**src/rtl/serial_arith.sv**
```systemverilog
// Bit-serial 8-bit add/subtract unit feeding the OV register.
// Sum and difference ripple LSB first in parallel, one bit per clock.
module serial_arith (
    input  logic       CLK,
    input  logic       CPU_Reset,
    input  logic       ALU_EN,
    input  logic [3:0] ALU_OPCode,
    input  logic [7:0] ALU_A,
    input  logic [7:0] ALU_B,
    input  logic       OVREG_OV,
    output logic [8:0] OVREG_Adder,
    output logic [8:0] OVREG_Subtractor,
    output logic [7:0] ALU_Result,
    output logic [3:0] OVREG_OV_OPCode,
    output logic       OV_EN,
    output logic       ALU_Busy,
    output logic       ALU_Done
);

    typedef enum logic [1:0] {
        IDLE  = 2'd0,
        SHIFT = 2'd1,
        DONE  = 2'd2
    } state_t;

    state_t     state_q;
    state_t     state_d;
    logic [2:0] cnt_q;
    logic [7:0] a_q;
    logic [7:0] b_q;
    logic [7:0] sum_q;
    logic [7:0] dif_q;
    logic       c_q;
    logic       w_q;
    logic       op0_q;

    logic       op_ok;
    logic       start;
    logic       last;
    logic       a_bit;
    logic       b_bit;
    logic       ab_x;
    logic       s_bit;
    logic       d_bit;
    logic       c_nxt;
    logic       w_nxt;
    logic [7:0] sum_fin;
    logic [7:0] dif_fin;

    // Valid opcodes are exactly 4'b10xx; bit 1 selects carry-in, bit 0 add vs sub.
    assign op_ok = (ALU_OPCode[3:2] == 2'b10);
    assign start = ALU_EN & op_ok;
    assign last  = (cnt_q == 3'd7);

    // One full-adder and one full-subtractor slice on the current LSBs.
    assign a_bit = a_q[0];
    assign b_bit = b_q[0];
    assign ab_x  = a_bit ^ b_bit;
    assign s_bit = ab_x ^ c_q;
    assign c_nxt = (a_bit & b_bit) | (ab_x & c_q);
    assign d_bit = ab_x ^ w_q;
    assign w_nxt = (~a_bit & b_bit) | (~ab_x & w_q);

    // Final byte images including the bit produced on the last shift.
    assign sum_fin = {s_bit, sum_q[7:1]};
    assign dif_fin = {d_bit, dif_q[7:1]};

    // State register.
    always_ff @(posedge CLK) begin
        if (CPU_Reset) begin
            state_q <= IDLE;
        end else begin
            state_q <= state_d;
        end
    end

    // Next-state logic.
    always_comb begin
        state_d = state_q;
        case (state_q)
            IDLE: begin
                if (start) begin
                    state_d = SHIFT;
                end
            end
            SHIFT: begin
                if (last) begin
                    state_d = DONE;
                end
            end
            DONE: begin
                state_d = IDLE;
            end
            default: begin
                state_d = IDLE;
            end
        endcase
    end

    // Status outputs decoded from the current state.
    always_comb begin
        ALU_Busy = 1'b0;
        ALU_Done = 1'b0;
        OV_EN    = 1'b0;
        case (state_q)
            SHIFT: begin
                ALU_Busy = 1'b1;
            end
            DONE: begin
                ALU_Busy = 1'b1;
                ALU_Done = 1'b1;
                OV_EN    = 1'b1;
            end
            default: begin
                ALU_Busy = 1'b0;
            end
        endcase
    end

    // Operand capture, serial datapath and result registers.
    // Results load on the final shift edge so they are visible in DONE.
    always_ff @(posedge CLK) begin
        if (CPU_Reset) begin
            cnt_q            <= 3'd0;
            a_q              <= 8'd0;
            b_q              <= 8'd0;
            sum_q            <= 8'd0;
            dif_q            <= 8'd0;
            c_q              <= 1'b0;
            w_q              <= 1'b0;
            op0_q            <= 1'b0;
            OVREG_Adder      <= 9'd0;
            OVREG_Subtractor <= 9'd0;
            ALU_Result       <= 8'd0;
            OVREG_OV_OPCode  <= 4'd0;
        end else begin
            case (state_q)
                IDLE: begin
                    if (start) begin
                        a_q   <= ALU_A;
                        b_q   <= ALU_B;
                        op0_q <= ALU_OPCode[0];
                        c_q   <= ALU_OPCode[1] & OVREG_OV;
                        w_q   <= ALU_OPCode[1] & OVREG_OV;
                        cnt_q <= 3'd0;
                    end
                end
                SHIFT: begin
                    a_q   <= {1'b0, a_q[7:1]};
                    b_q   <= {1'b0, b_q[7:1]};
                    sum_q <= sum_fin;
                    dif_q <= dif_fin;
                    c_q   <= c_nxt;
                    w_q   <= w_nxt;
                    cnt_q <= cnt_q + 3'd1;
                    if (last) begin
                        OVREG_Adder      <= {c_nxt, sum_fin};
                        OVREG_Subtractor <= {w_nxt, dif_fin};
                        ALU_Result       <= op0_q ? sum_fin : dif_fin;
                        OVREG_OV_OPCode  <= {3'b100, op0_q};
                    end
                end
                default: begin
                    cnt_q <= 3'd0;
                end
            endcase
        end
    end

endmodule

```
**config.mk**
```make
export PLATFORM = sky130hd
export DESIGN_NAME = serial_arith
export DESIGN_NICKNAME = d
export VERILOG_FILES = /design/src/rtl/serial_arith.sv
export SDC_FILE = /design/constraint.sdc
export NUM_CORES = 1
export LEC_CHECK = 0
export BUFFER_PORTS_ARGS = -buffer_cell sky130_fd_sc_hd__buf_2
export CAP_MARGIN = 15
export CORE_MARGIN = 4
export CORE_UTILIZATION = 30
export DETAILED_ROUTE_END_ITERATION = 10
export GPL_TIMING_DRIVEN = 1
export PLACE_DENSITY = 0.54
export SYNTH_ARGS = -nofsm -noshare
export SYNTH_HDL_FRONTEND = slang
export SYNTH_SLANG_ARGS = --single-unit
export TNS_END_PERCENT = 30
```
**constraint.sdc**
```tcl
create_clock -name CLK -period 2.2 [get_ports CLK]
set_input_delay 0.22 -clock CLK [delete_from_list [all_inputs] [get_ports CLK]]
set_output_delay 0.22 -clock CLK [all_outputs]
set_load 0.005 [all_outputs]
```
==> flow_metrics.tcl <==
set metrics [dict create \
    yosysSeqAreaShare 0.464 \
    global_route.overflow_total 0 \
    route.final.wire_length_um 6320 \
    num_antenna_cells 0 \
    start_util 0.308 \
    final_layout_net_count 383 \
    cts-buffers-inserted 9 \
    grt_start_max_net_pins 38 \
    clk_pin_slew_worst_paths_ns 0.07 \
    worst_ir_drop_vdd_v 0.000331 \
    io_buffer_count 54 \
    boundaryPins 57 \
    antenna_found_initial 0 \
    gp_congestion 0.694 \
    max_cap_viol_count 0 \
    final_max_slew_viols 0 \
    drc 0 \
    netlist_cell_types 31 \
    sw_frac_of_total 0.301 \
    die_area_um2 11100 \
    power_frac_comb 0.258 \
    detail_route.vias_per_cell 4.56 \
    fp-row-count 35 \
    worstMarginPinSlew_ns 0.597 \
    drtIter0Drc 91 \
    power.net_switching_uw 1060 \
    cts_tree "yes" \
    hpwl_um 4360 \
    die_w_um 105 \
    tns_ns 0 \
    number_of_global_route_vias_before_repair 2156 \
    syn-instance-count 305 \
    drt_first_pass_iters 4 \
    clockRootBuffer "sky130_fd_sc_hd__clkbuf_8" \
    seq_power_share 0.390 \
    cts_hold_buffers 0 \
    yosysTopAreaCell "sky130_fd_sc_hd__dfxtp_1" \
    later_pin_clock_latency_in_the_skew_report_ns 0.34 \
    cts_post_setup_buffers_inserted 0 \
    synth.cell_area_um2 2850 \
    status "finished clean" \
    worst_ep_required_time_ns 2.45 \
    timing_hold_violations_final 0 \
    max_clock_freq_mhz 508 \
    rsz0062_at_grt "no" \
    worst_min_delay_path_class "input port to flop" \
    intPower_uw 2450 \
    cts_sinks 66 \
    ant_nets 0 \
    post_layout_utilization_of_the_core 0.371 \
    grt_first_pass_wirelength_um 10700 \
    drt-wirelength-per-cell_um 13.1 \
    cts_htree_levels 3 \
    fillers 943 \
    finalWorstPathRequiredPeriod_ns 1.97 \
    synth_top_area_share 0.464 \
    fp.dieH_um 105 \
    fin_skew_ns 0.00888 \
    pwr-share-clk 0.352 \
    routed-via-count 2205 \
    min_period_over_period 0.894 \
    grt.total_usage 0.120 \
    critical_path_peak_fanout 16 \
    area_of_the_core_region_um2 9240 \
    worstSetupStartpointType "flop" \
    ff2ff_setup_slack_ns 0.23 \
    flow.area_growth_from_synthesis_pct 20.5 \
    worstPathArrival_ns 2.22 \
    timing.critical_path.to_type "flop" \
    final_layout_size_suffix_gt1_frac 0.242 \
    cts.path.max_buffers 2 \
    ys.warnings.count 0 \
    worst_slew_margin_rel 0.601 \
    finalSetupViolCount 0 \
    synth_area_leaders "sky130_fd_sc_hd__dfxtp_1 46%, sky130_fd_sc_hd__mux2i_1 14%, sky130_fd_sc_hd__nand2_1 5.7%" \
    postSynthAreaPerCell_um2 9.33 \
    critical_path_class "flop to flop" \
    final.hold.worst_slack_ns 0.122 \
    power_density_nw_per_um2 1020 \
    synth_seq_cells 66 \
    static-leakage-power_uw 0.00131 \
]
## through the flow
step / std cells / worst slack (ns) / power (uW) / cell area [um2]
after global routing: 484 / 0.0872 / 3710 / 3430
after CTS: 484 / 0.123 / 3550 / 3430
after detailed placement: 468 / 0.119 / 2310 / 3190
after floorplan: 306 / 0.469 / 2150 / 2850
after global placement: 468 / 0.192 / 2300 / 3190
final: 484 / 0.233 / 3510 / 3430
## Yosys cell counts
master / number
sky130_fd_sc_hd__dfxtp_1: 66
sky130_fd_sc_hd__nand2_1: 43
sky130_fd_sc_hd__mux2i_1: 39
sky130_fd_sc_hd__nor2_1: 27
sky130_fd_sc_hd__a21oi_1: 25
sky130_fd_sc_hd__a211oi_1: 15
sky130_fd_sc_hd__nor3_1: 14
sky130_fd_sc_hd__clkbuf_1: 12
sky130_fd_sc_hd__a211oi_2: 8
sky130_fd_sc_hd__buf_2: 8
sky130_fd_sc_hd__ha_1: 7
sky130_fd_sc_hd__inv_1: 6
sky130_fd_sc_hd__nand3_1: 5
sky130_fd_sc_hd__nand4_1: 4
sky130_fd_sc_hd__buf_4: 3
sky130_fd_sc_hd__buf_6: 3
sky130_fd_sc_hd__a21o_1: 2
sky130_fd_sc_hd__buf_1: 2
sky130_fd_sc_hd__fa_1: 2
sky130_fd_sc_hd__o211ai_1: 2
sky130_fd_sc_hd__o31ai_1: 2
sky130_fd_sc_hd__a211o_1: 1
sky130_fd_sc_hd__a2bb2oi_1: 1
sky130_fd_sc_hd__and2_1: 1
sky130_fd_sc_hd__and3b_1: 1
sky130_fd_sc_hd__and4b_1: 1
sky130_fd_sc_hd__clkinv_1: 1
sky130_fd_sc_hd__conb_1: 1
sky130_fd_sc_hd__nand3b_1: 1
sky130_fd_sc_hd__nor2b_1: 1
sky130_fd_sc_hd__or2_1: 1
## logic make-up (layout without fill, tap and decap cells)
logic type | after synthesis | in the layout | share of synthesized area
and+or+nand+nor | 99 | 99 | 0.150
DFF | 66 | 66 | 0.464
AOI/OAI and AO/OA | 56 | 56 | 0.141
muxes | 39 | 39 | 0.137
buffers and inverters | 35 | 84 | 0.0615
adders and majority gates | 9 | 9 | 0.0448
other | 1 | 2 | 0.00132
## critical path, cell delays in order (launching register included)
cell	delay, ns
sky130_fd_sc_hd__dfxtp_1	0.38
sky130_fd_sc_hd__inv_1	0.10
sky130_fd_sc_hd__ha_1	0.37
sky130_fd_sc_hd__and4b_1	0.29
sky130_fd_sc_hd__or2_2	0.48
sky130_fd_sc_hd__a211oi_1	0.26
## registers in the layout (all words and copies together), names as in the netlist
name              flops
b_q                   8
ALU_Result            8
state_q               2
cnt_q                 3
OVREG_OV_OPCode       2
sum_q                 7
c_q                   1
op0_q                 1
OVREG_Subtractor      9
w_q                   1
a_q                   8
OVREG_Adder           9
dif_q                 7
## cell type report
type | count | area, um2 | area share
Clock inverter | 6 | 115 | 0.0336
Sequential cell | 66 | 1320 | 0.385
Tap cell | 129 | 161 | 0.0470
Multi-Input combinational cell | 205 | 1360 | 0.395
Clock buffer | 10 | 128 | 0.0372
Timing Repair Buffer | 61 | 323 | 0.0941
Inverter | 7 | 26.3 | 0.00766
## layer usage
layer | GRT usage | wire length (um)
met3 | 0.0318 | 214
met5 | 0 | 0
met4 | 0.0534 | 88
met2 | 0.182 | 2880
met1 | 0.161 | 3140
## power by group through the flow
| stage | Combinational (uW) | Clock, uW | Sequential, uW |
|---|---|---|---|
| 6_report | 904 | 1230 | 1370 |
| 5_1_grt | 1010 | 1310 | 1380 |
| 4_1_cts | 915 | 1270 | 1370 |
| 3_5_place_dp | 913 | 0 | 1400 |
| 3_3_place_gp | 902 | 0 | 1390 |
| 2_1_floorplan | 780 | 0 | 1370 |
## cell usage in the layout, fill, tap and decap left out, types with 2 or more instances in the layout
master | netlist | routed
sky130_fd_sc_hd__ha_1 | 7 | 6
sky130_fd_sc_hd__fa_1 | 2 | 2
sky130_fd_sc_hd__a21oi_1 | 25 | 25
sky130_fd_sc_hd__a211oi_1 | 15 | 15
sky130_fd_sc_hd__inv_1 | 6 | 6
sky130_fd_sc_hd__o211ai_1 | 2 | 2
sky130_fd_sc_hd__a211oi_2 | 8 | 8
sky130_fd_sc_hd__o31ai_1 | 2 | 2
sky130_fd_sc_hd__dfxtp_1 | 66 | 66
sky130_fd_sc_hd__buf_2 | 8 | 54
sky130_fd_sc_hd__conb_1 | 1 | 2
sky130_fd_sc_hd__buf_4 | 3 | 7
sky130_fd_sc_hd__nor2_1 | 27 | 27
sky130_fd_sc_hd__bufinv_16 | 0 | 3
sky130_fd_sc_hd__nand3_1 | 5 | 5
sky130_fd_sc_hd__a21o_1 | 2 | 2
sky130_fd_sc_hd__nor3_1 | 14 | 14
sky130_fd_sc_hd__mux2i_1 | 39 | 39
sky130_fd_sc_hd__nand4_1 | 4 | 4
sky130_fd_sc_hd__clkbuf_8 | 0 | 9
sky130_fd_sc_hd__clkinv_4 | 0 | 2
sky130_fd_sc_hd__nand2_1 | 43 | 43
## worst paths after layout
check / from / endpoint / cells past startpoint
worst max-delay path: state_q[0] / b_q[5] / 5
worst min-delay path: ALU_OPCode[0] / op0_q / 3
worst max register to register: state_q[0] / b_q[5] / 5
worst min register to register: OVREG_Adder[7] / OVREG_Adder[7] / 2
## repair_timing
action,in CTS,in global routing
endpoints found under the setup margin,0,13
gates resized for setup,0,1
endpoints found under the hold margin,0,0
No activity file was read; power rests on OpenSTA's default activity.
